===== config.mk =====
export PLATFORM = sky130hd
export DESIGN_NAME = m72_ioctl_upload
export DESIGN_NICKNAME = d
export VERILOG_FILES = /design/src/rtl/m72_ioctl_pkg.sv /design/src/rtl/m72_word_cache.sv /design/src/rtl/m72_ioctl_upload.sv
export SDC_FILE = /design/constraint.sdc
export NUM_CORES = 1
export LEC_CHECK = 0
export ABC_AREA = 1
export BUFFER_PORTS_ARGS = -buffer_cell sky130_fd_sc_hd__buf_2
export CAP_MARGIN = 20
export CORE_UTILIZATION = 35
export CTS_BUF_LIST = sky130_fd_sc_hd__clkbuf_8 sky130_fd_sc_hd__clkbuf_16
export DETAILED_ROUTE_END_ITERATION = 12
export PLACE_DENSITY = 0.55
export SLEW_MARGIN = 0
export SYNTH_ARGS = -nofsm -noshare
export SYNTH_HDL_FRONTEND = slang
export SYNTH_SLANG_ARGS = --single-unit

===== constraint.sdc =====
create_clock -name sys_clk -period 7.2 [get_ports sys_clk]
set_input_delay 0.36 -clock sys_clk [delete_from_list [all_inputs] [get_ports sys_clk]]
set_output_delay 0.36 -clock sys_clk [all_outputs]
set_load 0.05 [all_outputs]

===== src/rtl/m72_ioctl_pkg.sv =====
// m72_ioctl_pkg: shared FSM states, ioctl region indices and the fill byte
// for the M72 ioctl upload/download paths.
package m72_ioctl_pkg;

    typedef enum logic [1:0] {IDLE, FETCH, DRAIN} state_t;

    localparam logic [7:0] ROM_INDEX   = 8'h00;
    localparam logic [7:0] NVRAM_INDEX = 8'h04;
    localparam logic [7:0] FILL_BYTE   = 8'hFF;

    function automatic logic [7:0] pick_byte(input logic [15:0] w, input logic hi);
        return hi ? w[15:8] : w[7:0];
    endfunction

endpackage


===== src/rtl/m72_word_cache.sv =====
// m72_word_cache: single-entry word cache (tag, 16-bit data, valid) with
// combinational hit compare; invalidate wins over load.
module m72_word_cache #(
    parameter int TAG_W = 15
) (
    input  logic             clk,
    input  logic             rst,
    input  logic             inv,
    input  logic             load,
    input  logic [TAG_W-1:0] load_tag,
    input  logic [15:0]      load_data,
    input  logic [TAG_W-1:0] tag,
    output logic             hit,
    output logic [15:0]      data
);

    logic             valid;
    logic [TAG_W-1:0] tag_q;

    always_ff @(posedge clk or posedge rst) begin
        if (rst) begin
            valid <= 1'b0;
            tag_q <= '0;
            data  <= '0;
        end else if (inv) begin
            valid <= 1'b0;
        end else if (load) begin
            valid <= 1'b1;
            tag_q <= load_tag;
            data  <= load_data;
        end
    end

    assign hit = valid && (tag_q == tag);

endmodule


===== src/rtl/m72_ioctl_upload.sv =====
// m72_ioctl_upload: serves upload-direction ioctl bytes from a word-wide
// memory port through a one-word cache, stalling the HPS with ioctl_wait.
module m72_ioctl_upload
    import m72_ioctl_pkg::*;
#(
    parameter int         ADDR_W       = 16,
    parameter int         REGION_SIZE  = 16384,
    parameter logic [7:0] UPLOAD_INDEX = NVRAM_INDEX,
    parameter int         TIMEOUT      = 255
) (
    input  logic              sys_clk,
    input  logic              reset,
    input  logic              ioctl_upload,
    input  logic              ioctl_rd,
    input  logic [24:0]       ioctl_addr,
    input  logic [7:0]        ioctl_index,
    output logic [7:0]        ioctl_din,
    output logic              ioctl_wait,
    output logic              mem_req,
    output logic [ADDR_W-2:0] mem_addr,
    input  logic              mem_ack,
    input  logic [15:0]       mem_data,
    output logic              timeout_err
);

    state_t            state, state_n;
    logic [7:0]        din_n, cnt, cnt_n, pidx, pidx_n, rd_idx;
    logic              wait_n, req_n, terr_n, lsb, lsb_n, pend, pend_n, upload_q;
    logic [ADDR_W-2:0] addr_n;
    logic [24:0]       paddr, paddr_n, rd_addr;
    logic              upload_rise, rd_any, rd_valid, hit, cache_load, cnt_done;
    logic [15:0]       cache_data;

    // A read queued during DRAIN replays with its own captured address/index.
    assign rd_addr     = pend ? paddr : ioctl_addr;
    assign rd_idx      = pend ? pidx : ioctl_index;
    assign rd_any      = ioctl_upload && (ioctl_rd || pend);
    assign rd_valid    = (rd_idx == UPLOAD_INDEX) && (rd_addr < 25'(REGION_SIZE));
    assign upload_rise = ioctl_upload && !upload_q;
    assign cnt_done    = ({1'b0, cnt} + 9'd1) >= 9'(TIMEOUT);

    m72_word_cache #(.TAG_W(ADDR_W-1)) u_cache (
        .clk       (sys_clk),
        .rst       (reset),
        .inv       (upload_rise),
        .load      (cache_load),
        .load_tag  (mem_addr),
        .load_data (mem_data),
        .tag       (rd_addr[ADDR_W-1:1]),
        .hit       (hit),
        .data      (cache_data)
    );

    always_comb begin
        state_n    = state;
        din_n      = ioctl_din;
        wait_n     = ioctl_wait;
        req_n      = mem_req;
        addr_n     = mem_addr;
        terr_n     = upload_rise ? 1'b0 : timeout_err;
        cnt_n      = cnt;
        lsb_n      = lsb;
        pend_n     = pend;
        paddr_n    = paddr;
        pidx_n     = pidx;
        cache_load = 1'b0;
        case (state)
            IDLE: begin
                pend_n = 1'b0;
                wait_n = 1'b0;
                if (rd_any) begin
                    if (!rd_valid) begin
                        din_n = FILL_BYTE;
                    end else if (hit) begin
                        din_n = pick_byte(cache_data, rd_addr[0]);
                    end else begin
                        state_n = FETCH;
                        req_n   = 1'b1;
                        addr_n  = rd_addr[ADDR_W-1:1];
                        wait_n  = 1'b1;
                        cnt_n   = 8'd0;
                        lsb_n   = rd_addr[0];
                    end
                end
            end
            FETCH: begin
                if (mem_ack) begin
                    state_n    = IDLE;
                    req_n      = 1'b0;
                    wait_n     = 1'b0;
                    din_n      = pick_byte(mem_data, lsb);
                    cache_load = 1'b1;
                end else if (!ioctl_upload) begin
                    state_n = DRAIN;
                    wait_n  = 1'b0;
                end else if (cnt_done) begin
                    state_n = DRAIN;
                    wait_n  = 1'b0;
                    din_n   = FILL_BYTE;
                    terr_n  = 1'b1;
                end else begin
                    cnt_n = (cnt == 8'hFF) ? cnt : cnt + 8'd1;
                end
            end
            DRAIN: begin
                if (ioctl_upload && ioctl_rd && !pend) begin
                    pend_n  = 1'b1;
                    paddr_n = ioctl_addr;
                    pidx_n  = ioctl_index;
                    wait_n  = 1'b1;
                end
                if (mem_ack) begin
                    state_n = IDLE;
                    req_n   = 1'b0;
                end
            end
            default: state_n = IDLE;
        endcase
    end

    always_ff @(posedge sys_clk or posedge reset) begin
        if (reset) begin
            state       <= IDLE;
            ioctl_din   <= FILL_BYTE;
            ioctl_wait  <= 1'b0;
            mem_req     <= 1'b0;
            mem_addr    <= '0;
            timeout_err <= 1'b0;
            cnt         <= 8'd0;
            lsb         <= 1'b0;
            pend        <= 1'b0;
            paddr       <= '0;
            pidx        <= 8'd0;
            upload_q    <= 1'b0;
        end else begin
            state       <= state_n;
            ioctl_din   <= din_n;
            ioctl_wait  <= wait_n;
            mem_req     <= req_n;
            mem_addr    <= addr_n;
            timeout_err <= terr_n;
            cnt         <= cnt_n;
            lsb         <= lsb_n;
            pend        <= pend_n;
            paddr       <= paddr_n;
            pidx        <= pidx_n;
            upload_q    <= ioctl_upload;
        end
    end

endmodule


==> impl_metrics.yaml, run 1 <==
sta:
  hold_violations: 0
  fin_hold_ws_ns: 0.0642
  setup_viol: 0
  fin_crit_sh: 0.398
  min_period_ns: 2.86
  rsz0062_at_grt: "false"
  clock_skew_ns: 0.00845
  setup-tns-final_ns: 0
  timing.fmax_mhz: 349
  worst_slew_pin_slew_ns: 1.03
  slew_viol_final: 0
  slew_headroom: 0.308
drt:
  vias_per_cell: 4.61
  drt-pass1-iter-count: 5
  final_antenna_net_count: 0
  drc: 0
  drt_wl_total_mm: 13.3
  drtIter0Drc: 244
  via_count: 4635
  wire_per_inst_um: 13.2
synthesis:
  synth_warnings: 0
  yosysTopAreaCell: "dfrtp_1"
  ys_seq_elements: 104
  netlist.area_leader.share: 0.439
  yosysSeqAreaShare: 0.477
  synth_nets: 779
  synth_edf_count: 0
  avgSynthCellArea_um2: 7.62
  synth_cells: 719
  yosysUniqueCellTypes: 33
  yosys-top-cells-area: "dfrtp_1, nand2_1, inv_1"
  ys_async_sr_fraction: 1.00
  synth_flop_cell: "dfrtp_1"
  syn_area_mm2: 0.00548
worst_setup_path:
  cp-end-kind: "flip-flop"
  reg2regPathDepth: 10
  timing.critical_path.buf_inv: 1
  crit_path_start_kind: "flip-flop"
  cp_common_cell: "nand2_1"
  cp.depth: 10
  path_cells: "inv_4 -> nand2_1 -> nand2_1 -> nor3_2 -> nand3_2 -> nor2_8 -> nand2_4 -> nor3_4 -> nand2_1 -> o21ai_1"
  cp_slowest_cell: "nor3_4"
  cpPeakStageDelay_ns: 0.78
  cp_data_arrival_time_ns: 3.14
  crit_fanout: 27
  critical_path.top_delay_family: "simple AND/OR/NAND/NOR gates"
  critical_path_class: "flip-flop to flip-flop"
  required_ns: 7.48
cts:
  cts_resized: 0
  clock-sinks: 104
  h-tree-depth: 3
  cts_made_buffers: 9
  hold_buffers: 0
  post-cts-setup-buffer-count: 0
  clk_latency_ns: 0.35
  cts_tree: "yes"
  cts_root_buffer: "clkbuf_16"
  clk_pin_slew_ns: 0.07
  clock_path_buffers: 2
place:
  hpwl_mm: 9.50
  gp_congestion: 0.762
  io_buffer_count: 79
outcome:
  status: "finished, final reports clean"
power:
  combPwrFrac: 0.360
  max-vdd-ir-drop_mv: 0.125
  power_frac_seq: 0.411
  p_sw_w: 0.000929
  p_leak_nw: 3.38
  powerDensity_mw_per_mm2: 370
  p_int_w: 0.00143
  clkPwrFrac: 0.229
  swShare: 0.395
worst_hold_path:
  holdCritPathClass: "input port to asynchronous set/reset pin"
layout:
  n_antenna_cell: 0
  area_growth_pct: 16.2
  nNetsFinal: 849
  layout-drive-gt1-share: 0.178
die:
  die_x_um: 127
  die-height_um: 127
  io-pin-count: 80
  initial_core_util: 0.359
  die-area_mm2: 0.0162
  core_mm2: 0.0153
  rows: 45
grt:
  track_usage: 0.178
  antenna_found_initial: 0
  grt_pass1_vias: 4462
  grt_max_degree: 60
  grt_pass1_wl_mm: 22.6
  grt-ovfl-total: 0
run:
  drv_cap: 0
==> layout make-up <==
cell class / count / area (um^2)
Sequential cell: 104 / 2610
Clock inverter: 6 / 83.8
Multi-Input combinational cell: 497 / 2380
Fill cell: 1604 / 8890
Clock buffer: 10 / 239
Tap cell: 211 / 264
Timing Repair Buffer: 83 / 425
Inverter: 94 / 358
==> metal layers <==
layer | global-route usage | part of all wire
met1 | 0.260 | 0.51
met2 | 0.271 | 0.44
met3 | 0.0306 | 0.037
met4 | 0.0469 | 0.010
met5 | 0 | 0
==> metrics by stage <==
step / total power (W) / cells / instance area, um^2 / utilization / worst slack, ns
after floorplan: 0.00162 / 719 / 5480 / - / 4.12
after global placement: 0.00183 / 989 / 6040 / 0.396 / 4.40
after detailed placement: 0.00183 / 989 / 6040 / 0.396 / 4.27
after CTS: 0.00238 / 1005 / 6370 / 0.417 / 4.25
after global routing: 0.00256 / 1005 / 6370 / 0.417 / 3.97
final: 0.00235 / 1005 / 6370 / 0.417 / 4.34
==> cells in the mapped netlist, drive strengths merged (3+ instances only) <==
library cell and n:
a21oi 24, buf 10, clkbuf 14, dfrtp 96
dfstp 8, ha 6, inv 93, mux2 15
nand2 254, nand3 53, nand4 14, nor2 43
nor3 7, o21ai 73, o21bai 3
==> power by group through the flow <==
stage	Combinational [W]	Sequential, W	Clock (W)
final	0.000847	0.000968	0.000540
after global routing	0.000987	0.00100	0.000575
after global placement	0.000852	0.000974	0
after CTS	0.000856	0.000966	0.000553
after detailed placement	0.000858	0.000973	0
after floorplan	0.000588	0.00104	0
==> registers in the layout, summed over array words and instances (netlist names) <==
signal         count
paddr             25
u_cache.data      16
mem_addr          15
u_cache.tag_q     15
cnt                8
ioctl_din          8
pidx               8
state              2
ioctl_wait         1
lsb                1
mem_req            1
pend               1
timeout_err        1
u_cache.valid      1
upload_q           1
==> final timing paths <==
check                      slack, ns           end    startpoint
setup / recovery                4.34   mem_addr[0]          pend
hold / removal                  0.06     paddr[18]         reset
setup reg to reg                4.34   mem_addr[0]          pend
hold reg to reg                 0.46  ioctl_din[5]  ioctl_din[5]
max in group asynchronous       5.95      paddr[1]         reset
min in group sys_clk            0.15      upload_q  ioctl_upload
==> cells in the final DEF (no fill, tap or decap), drive strengths merged <==
| cell | instances |
|---|---|
| a22oi | 1 |
| ha | 6 |
| clkinv | 2 |
| clkinvlp | 2 |
| mux2 | 15 |
| dfrtp | 96 |
| nand2 | 254 |
| buf | 83 |
| or2 | 1 |
| dfstp | 8 |
| nor3b | 1 |
| o21bai | 3 |
| bufinv | 2 |
| a22o | 1 |
| clkbuf | 10 |
| a21oi | 24 |
| nand4 | 14 |
| o21ai | 73 |
| o211ai | 1 |
| nor3 | 7 |
| inv | 94 |
| nor2 | 43 |
| nand3 | 53 |
==> cells by family (layout without fill, tap and decap cells) <==
logic type / Yosys count / in the layout / share of synthesized area
and+or+nand+nor: 373 / 373 / 0.291
buffers and inverters: 118 / 193 / 0.0889
DFF: 104 / 104 / 0.477
AOI/OAI and AO/OA: 103 / 103 / 0.0991
muxes: 15 / 15 / 0.0308
adders and majority gates: 6 / 6 / 0.0137
(Power assumes the default switching activity.)
==> inputs of run 2 (changes only) <==
==> constraint.sdc (replaced) <==
create_clock -name sys_clk -period 2.9 [get_ports sys_clk]
set_input_delay 0.145 -clock sys_clk [delete_from_list [all_inputs] [get_ports sys_clk]]
set_output_delay 0.145 -clock sys_clk [all_outputs]
set_load 0.05 [all_outputs]
==> run 2 against run 1 <==
Compared with the run above: total power up 140%; first-iteration DRC count rose by 41%; maximum frequency grew 25%; worst setup slack lost 3.7 ns; clock power rose by 100%; global-route usage barely moved; combinational power grew to 2.5 times the previous value; count of clock-buffer cells in the layout fell by 1; critical path type unchanged; highest routed layer unchanged.
==> impl_metrics.yaml, run 2 (synthesized netlist as in run 1, its figures left out) <==
layout:
  regMostFlops: "paddr"
  multi_input_area_mm2: 0.00238
  nNetsFinal: 858
  largest_reg_flops: 25
  fillers: 1608
  layout-drive-gt1-share: 0.179
  ff_latch_area_mm2: 0.00261
  area_growth_pct: 16.3
  reg_top3: "paddr x25, u_cache.data x16"
  n_antenna_cell: 0
  final_common_cell: "nand2_1"
  layout_common_cells: "nand2_1, dfrtp_1, inv_1"
  fin_area_mm2: 0.00637
die:
  io-pin-count: 80
  die-area_mm2: 0.0162
  rows: 45
  core_mm2: 0.0153
  die_x_um: 127
  die-height_um: 127
  initial_core_util: 0.359
sta:
  min_period_ns: 2.29
  timing.fmax_mhz: 436
  slew_headroom: 0.563
  rsz0062_at_grt: "false"
  clock_skew_ns: 0.00953
  slew_viol_final: 0
  worst_slew_pin_slew_ns: 0.653
  fin_crit_sh: 0.791
  hold_violations: 0
  setup_slack_ns: 0.607
  setup_viol: 0
  setup-tns-final_ns: 0
place:
  io_buffer_count: 79
  place_area_mm2: 0.00611
  gp_congestion: 0.758
  hpwl_mm: 9.43
  post-place-ws_ns: 0.601
drt:
  drtIter0Drc: 343
  drt_wl_total_mm: 13.2
  drt-pass1-iter-count: 4
  via_count: 4607
  wire_per_inst_um: 13.0
  vias_per_cell: 4.56
  final_antenna_net_count: 0
  drc: 0
outcome:
  status: "finished, final reports clean"
cts:
  clk_pin_slew_ns: 0.07
  cts_tree: "yes"
  clock_path_buffers: 2
  post-cts-setup-buffer-count: 0
  clk_latency_ns: 0.35
  h-tree-depth: 3
  cts_made_buffers: 9
  clock-sinks: 104
  cts_root_buffer: "clkbuf_16"
worst_setup_path:
  critical_path_class: "flip-flop to flip-flop"
  required_ns: 3.19
  cp_data_arrival_time_ns: 2.58
  crit_fanout: 23
  cp-end-kind: "flip-flop"
  crit_path_start_kind: "flip-flop"
grt:
  track_usage: 0.178
  antenna_found_initial: 0
  grt-ovfl-total: 0
  grt_pass1_wl_mm: 22.4
  grt_pass1_vias: 4401
  grt_max_degree: 58
power:
  combPwrFrac: 0.380
  p_leak_nw: 3.39
  powerDensity_mw_per_mm2: 882
  clkPwrFrac: 0.194
  p_sw_w: 0.00228
  p_int_w: 0.00335
  power_frac_seq: 0.426
  max-vdd-ir-drop_mv: 0.372
  swShare: 0.405
worst_hold_path:
  holdCritPathClass: "input port to flip-flop"
run:
  drv_cap: 0
run 2: per-stage QoR:
stage | util | total power, W | instances | hold slack [ns]
after floorplan | - | 0.00403 | 719 | 0.176
after global placement | 0.400 | 0.00454 | 996 | 0.303
after detailed placement | 0.400 | 0.00457 | 996 | 0.298
after CTS | 0.418 | 0.00569 | 1011 | 0.0235
after global routing | 0.418 | 0.00610 | 1011 | 0.0341
final | 0.418 | 0.00562 | 1011 | 0.0400
run 2: power by group through the flow:
stage	Clock, W	Sequential [W]	Combinational, W
after floorplan	0	0.00257	0.00146
after global placement	0	0.00241	0.00213
after detailed placement	0	0.00241	0.00216
after CTS	0.00114	0.00239	0.00216
after global routing	0.00117	0.00246	0.00247
final	0.00109	0.00239	0.00214
run 2: final timing paths:
path,cells after the start,end,startpoint,slack [ns]
hold reg to reg,2,ioctl_din[5],ioctl_din[5],0.46
min in group asynchronous,3,u_cache.tag_q[8],reset,0.44
setup / recovery,13,ioctl_din[0],pend,0.61
max in group asynchronous,4,ioctl_din[5],reset,1.69
setup reg to reg,13,ioctl_din[0],pend,0.61
hold / removal,2,u_cache.data[9],mem_data[9],0.04
run 2: critical path: stages, from the launching register on:
cell	delay, ns
dfrtp_1	0.44
buf_4	0.25
o21ai_0	0.28
nor2_1	0.11
nor2_1	0.12
nand2_1	0.06
nor2_1	0.10
nand2_1	0.14
nand2_4	0.11
nand2_2	0.08
nand2_2	0.16
nand3_2	0.19
nand2_1	0.12
nand2_1	0.05
run 2: layer usage:
metal | global-route usage | up-vias | routed length, um
li1 | - | 2437 | -
met1 | 0.254 | 2096 | 6700
met2 | 0.273 | 62 | 5920
met3 | 0.0373 | 12 | 410
met4 | 0.0518 | 0 | 159
met5 | 0 | - | 0
run 2: repair_timing:
item / CTS / global route
resized for setup: 0 / 0
hold buffers: 2 / 0
hold endpoints to repair: 51 / 0
run 2: final cells by class:
cell class / count / share of cell area
clock inverters: 4 / 0.00295
repair buffers: 92 / 0.0801
flip-flops and latches: 104 / 0.410
inverters: 94 / 0.0562
multi-input cells: 497 / 0.374
clock buffers: 9 / 0.0353
well taps: 211 / 0.0414
==> inputs of run 3 (changes only) <==
--- a/config.mk
+++ b/config.mk
@@ -5,13 +5,13 @@
 export SDC_FILE = /design/constraint.sdc
 export NUM_CORES = 1
 export LEC_CHECK = 0
-export ABC_AREA = 1
+export ABC_AREA = 0
 export BUFFER_PORTS_ARGS = -buffer_cell sky130_fd_sc_hd__buf_2
 export CAP_MARGIN = 20
 export CORE_UTILIZATION = 35
 export CTS_BUF_LIST = sky130_fd_sc_hd__clkbuf_8 sky130_fd_sc_hd__clkbuf_16
 export DETAILED_ROUTE_END_ITERATION = 12
-export PLACE_DENSITY = 0.55
+export PLACE_DENSITY = 0.58
 export SLEW_MARGIN = 0
 export SYNTH_ARGS = -nofsm -noshare
 export SYNTH_HDL_FRONTEND = slang
==> constraint.sdc (replaced) <==
create_clock -name sys_clk -period 1.9 [get_ports sys_clk]
set_input_delay 0.095 -clock sys_clk [delete_from_list [all_inputs] [get_ports sys_clk]]
set_output_delay 0.095 -clock sys_clk [all_outputs]
set_load 0.05 [all_outputs]
==> run 3 against run 2 <==
Compared with the run above: the run now ends with setup timing left; utilization increased by 12 points; synthesized cell count decreased by 41%; clock power grew 71%; critical path type unchanged; sequential share of layout area is 6.1 points lower; clock skew grew 0.00071 ns.
==> impl_metrics.yaml, run 3 <==
worst_setup_path:
  cp_data_arrival_time_ns: 2.75
  critical_path_class: "flip-flop to flip-flop"
  required_ns: 2.17
  crit_fanout: 8
  crit_path_start_kind: "flip-flop"
  cp-end-kind: "flip-flop"
  cpPeakStageDelay_ns: 0.46
  path_cells: "buf_12 -> mux2i_4 -> xnor2_2 -> nor4_2 -> nand4_1 -> nor3b_2 -> a211oi_4 -> buf_12 -> mux2_2"
  cp_common_cell: "buf_12"
  cp_slowest_cell: "dfrtp_2"
synthesis:
  synth_cells: 424
  synth_flop_cell: "dfrtp_1"
  syn_area_mm2: 0.00510
  synth_nets: 484
  synth_edf_count: 0
  yosysMostFrequentCell: "dfrtp_1"
  avgSynthCellArea_um2: 12.0
  ys_async_sr_fraction: 1.00
  yosysUniqueCellTypes: 52
  yosysTopAreaCell: "dfrtp_1"
  netlist.area_leader.share: 0.471
  yosys-top-cells-area: "dfrtp_1, mux2_2, mux2i_1"
  ys_seq_elements: 104
  synth_warnings: 0
  ys_top_cells_by_count: "dfrtp_1, mux2_2, mux2i_1, nand2_1, o21ai_0"
  yosysSeqAreaShare: 0.512
layout:
  n_antenna_cell: 0
  reg_top3: "paddr x25, u_cache.data x16"
  fin_area_mm2: 0.00749
  largest_reg_flops: 25
  regMostFlops: "paddr"
  fillers: 1190
  final_common_cell: "dfrtp_1"
  nNetsFinal: 663
  final_core_util: 0.533
  layout-drive-gt1-share: 0.531
  fin_cells: 788
  layout_common_cells: "dfrtp_1, buf_2, mux2_2"
  area_growth_pct: 46.7
place:
  place_area_mm2: 0.00623
  hpwl_mm: 8.87
  dp_cells: 721
  gp_congestion: 0.809
  io_buffer_count: 79
die:
  io-pin-count: 80
  die_x_um: 123
  die-area_mm2: 0.0151
  die-height_um: 123
  core_mm2: 0.0140
  rows: 43
  initial_core_util: 0.363
drt:
  drtIter0Drc: 189
  drt-pass1-iter-count: 4
  final_antenna_net_count: 0
  drc: 0
  via_count: 3988
  wire_per_inst_um: 17.0
  drt_wl_total_mm: 13.4
  vias_per_cell: 5.06
cts:
  cts_root_buffer: "clkbuf_16"
  clock_path_buffers: 2
  clock-sinks: 104
  clk_latency_ns: 0.35
  cts_tree: "yes"
  cts_made_buffers: 9
  h-tree-depth: 3
  clk_pin_slew_ns: 0.07
power:
  total_power_w: 0.00733
  powerDensity_mw_per_mm2: 979
  p_leak_nw: 3.30
  max-vdd-ir-drop_mv: 0.518
worst_hold_path:
  holdCritPathClass: "input port to flip-flop"
sta:
  slew_viol_final: 0
  hold_violations: 0
  slew_headroom: 0.639
  fin_hold_ws_ns: 0.0117
  min_period_ns: 2.48
  timing.fmax_mhz: 403
  setup_viol: 37
  rsz0062_at_grt: "true"
  clock_skew_ns: 0.0102
  fin_crit_sh: 1.30
  worst_slew_pin_slew_ns: 0.542
  setup_slack_ns: -0.579
outcome:
  violations: "setup timing"
  status: "complete, but fails checks"
run:
  drv_cap: 0
grt:
  grt_pass1_wl_mm: 20.8
  grt_pass1_vias: 4210
  track_usage: 0.183
  grt_max_degree: 60
  grt-ovfl-total: 0
  antenna_found_initial: 0
## run 3: changes by cell type after synthesis, sizes merged, moves of 34 or more
cell,previous run,this run
nor2,43,9
o21ai,73,20
mux2,15,73
nand2,254,32
inv,93,7
nand3,53,1
## run 3: per-stage QoR
step | TNS (ns) | setup WS, ns
after global routing | -21.89 | -0.718
after CTS | -14.95 | -0.529
after floorplan | -6.18 | -0.472
after global placement | -14.25 | -0.553
final | -16.65 | -0.579
after detailed placement | -14.67 | -0.573
## run 3: logic make-up after synthesis
kind of cell	count (synthesis)	share of synthesized area
adder cells (fa/ha/maj)	6	0.0147
buffers and inverters	30	0.0277
AND/OR/NAND/NOR	92	0.0976
flip-flops	104	0.512
multiplexers	106	0.227
XOR/XNOR	16	0.0275
AO/OA/AOI/OAI	70	0.0939
## run 3: area by class of cell
class                   count  area (um^2)  share of cell area
repair buffers            191         1530               0.205
clock buffers              10          239              0.0319
flip-flops and latches    104         2610               0.349
inverters                   7         30.0             0.00401
clock inverters             6         60.1             0.00802
well taps                 180          225              0.0301
multi-input cells         290         2790               0.372
## run 3: timing repair
item,CTS,global route
endpoints found under the hold margin,53,0
hold buffers,35,0
pin swaps,15,27
buffers inserted,9,3
setup endpoints to repair,37,56
resized for setup,31,61
gates cloned,1,4
## run 3: path summary, 6_finish.rpt
check,startpoint,to,slack [ns],cells past startpoint
worst min register to register,u_cache.data[11],u_cache.data[11],0.51,1
worst max-delay path,pend,ioctl_din[4],-0.58,9
min in group asynchronous,reset,mem_addr[6],0.31,3
worst min-delay path,ioctl_index[2],pidx[2],0.01,2
worst max register to register,pend,ioctl_din[4],-0.58,9
max in group asynchronous,reset,ioctl_din[0],0.87,4
## run 3: power by group
group / internal, W / switching (W)
clock network: 0.00105 / 0.000810
registers: 0.00281 / 0.000419
logic: 0.00127 / 0.000961
## run 3: worst max-delay path: cells and delay by family, from the launching register on
family          cells  cell delay (ns)
compound gates      1             0.21
xor+xnor            1             0.15
buf+inv             2             0.32
flops               1             0.46
mux                 2             0.52
simple gates        3             0.73
## run 3: per-layer routing
metal / vias to the layer above / part of all wire / global-route usage
li1: 1924 / - / -
met2: 55 / 0.50 / 0.310
met1: 1996 / 0.46 / 0.228
met3: 13 / 0.029 / 0.0362
met5: - / 0 / 0
met4: 0 / 0.014 / 0.0678
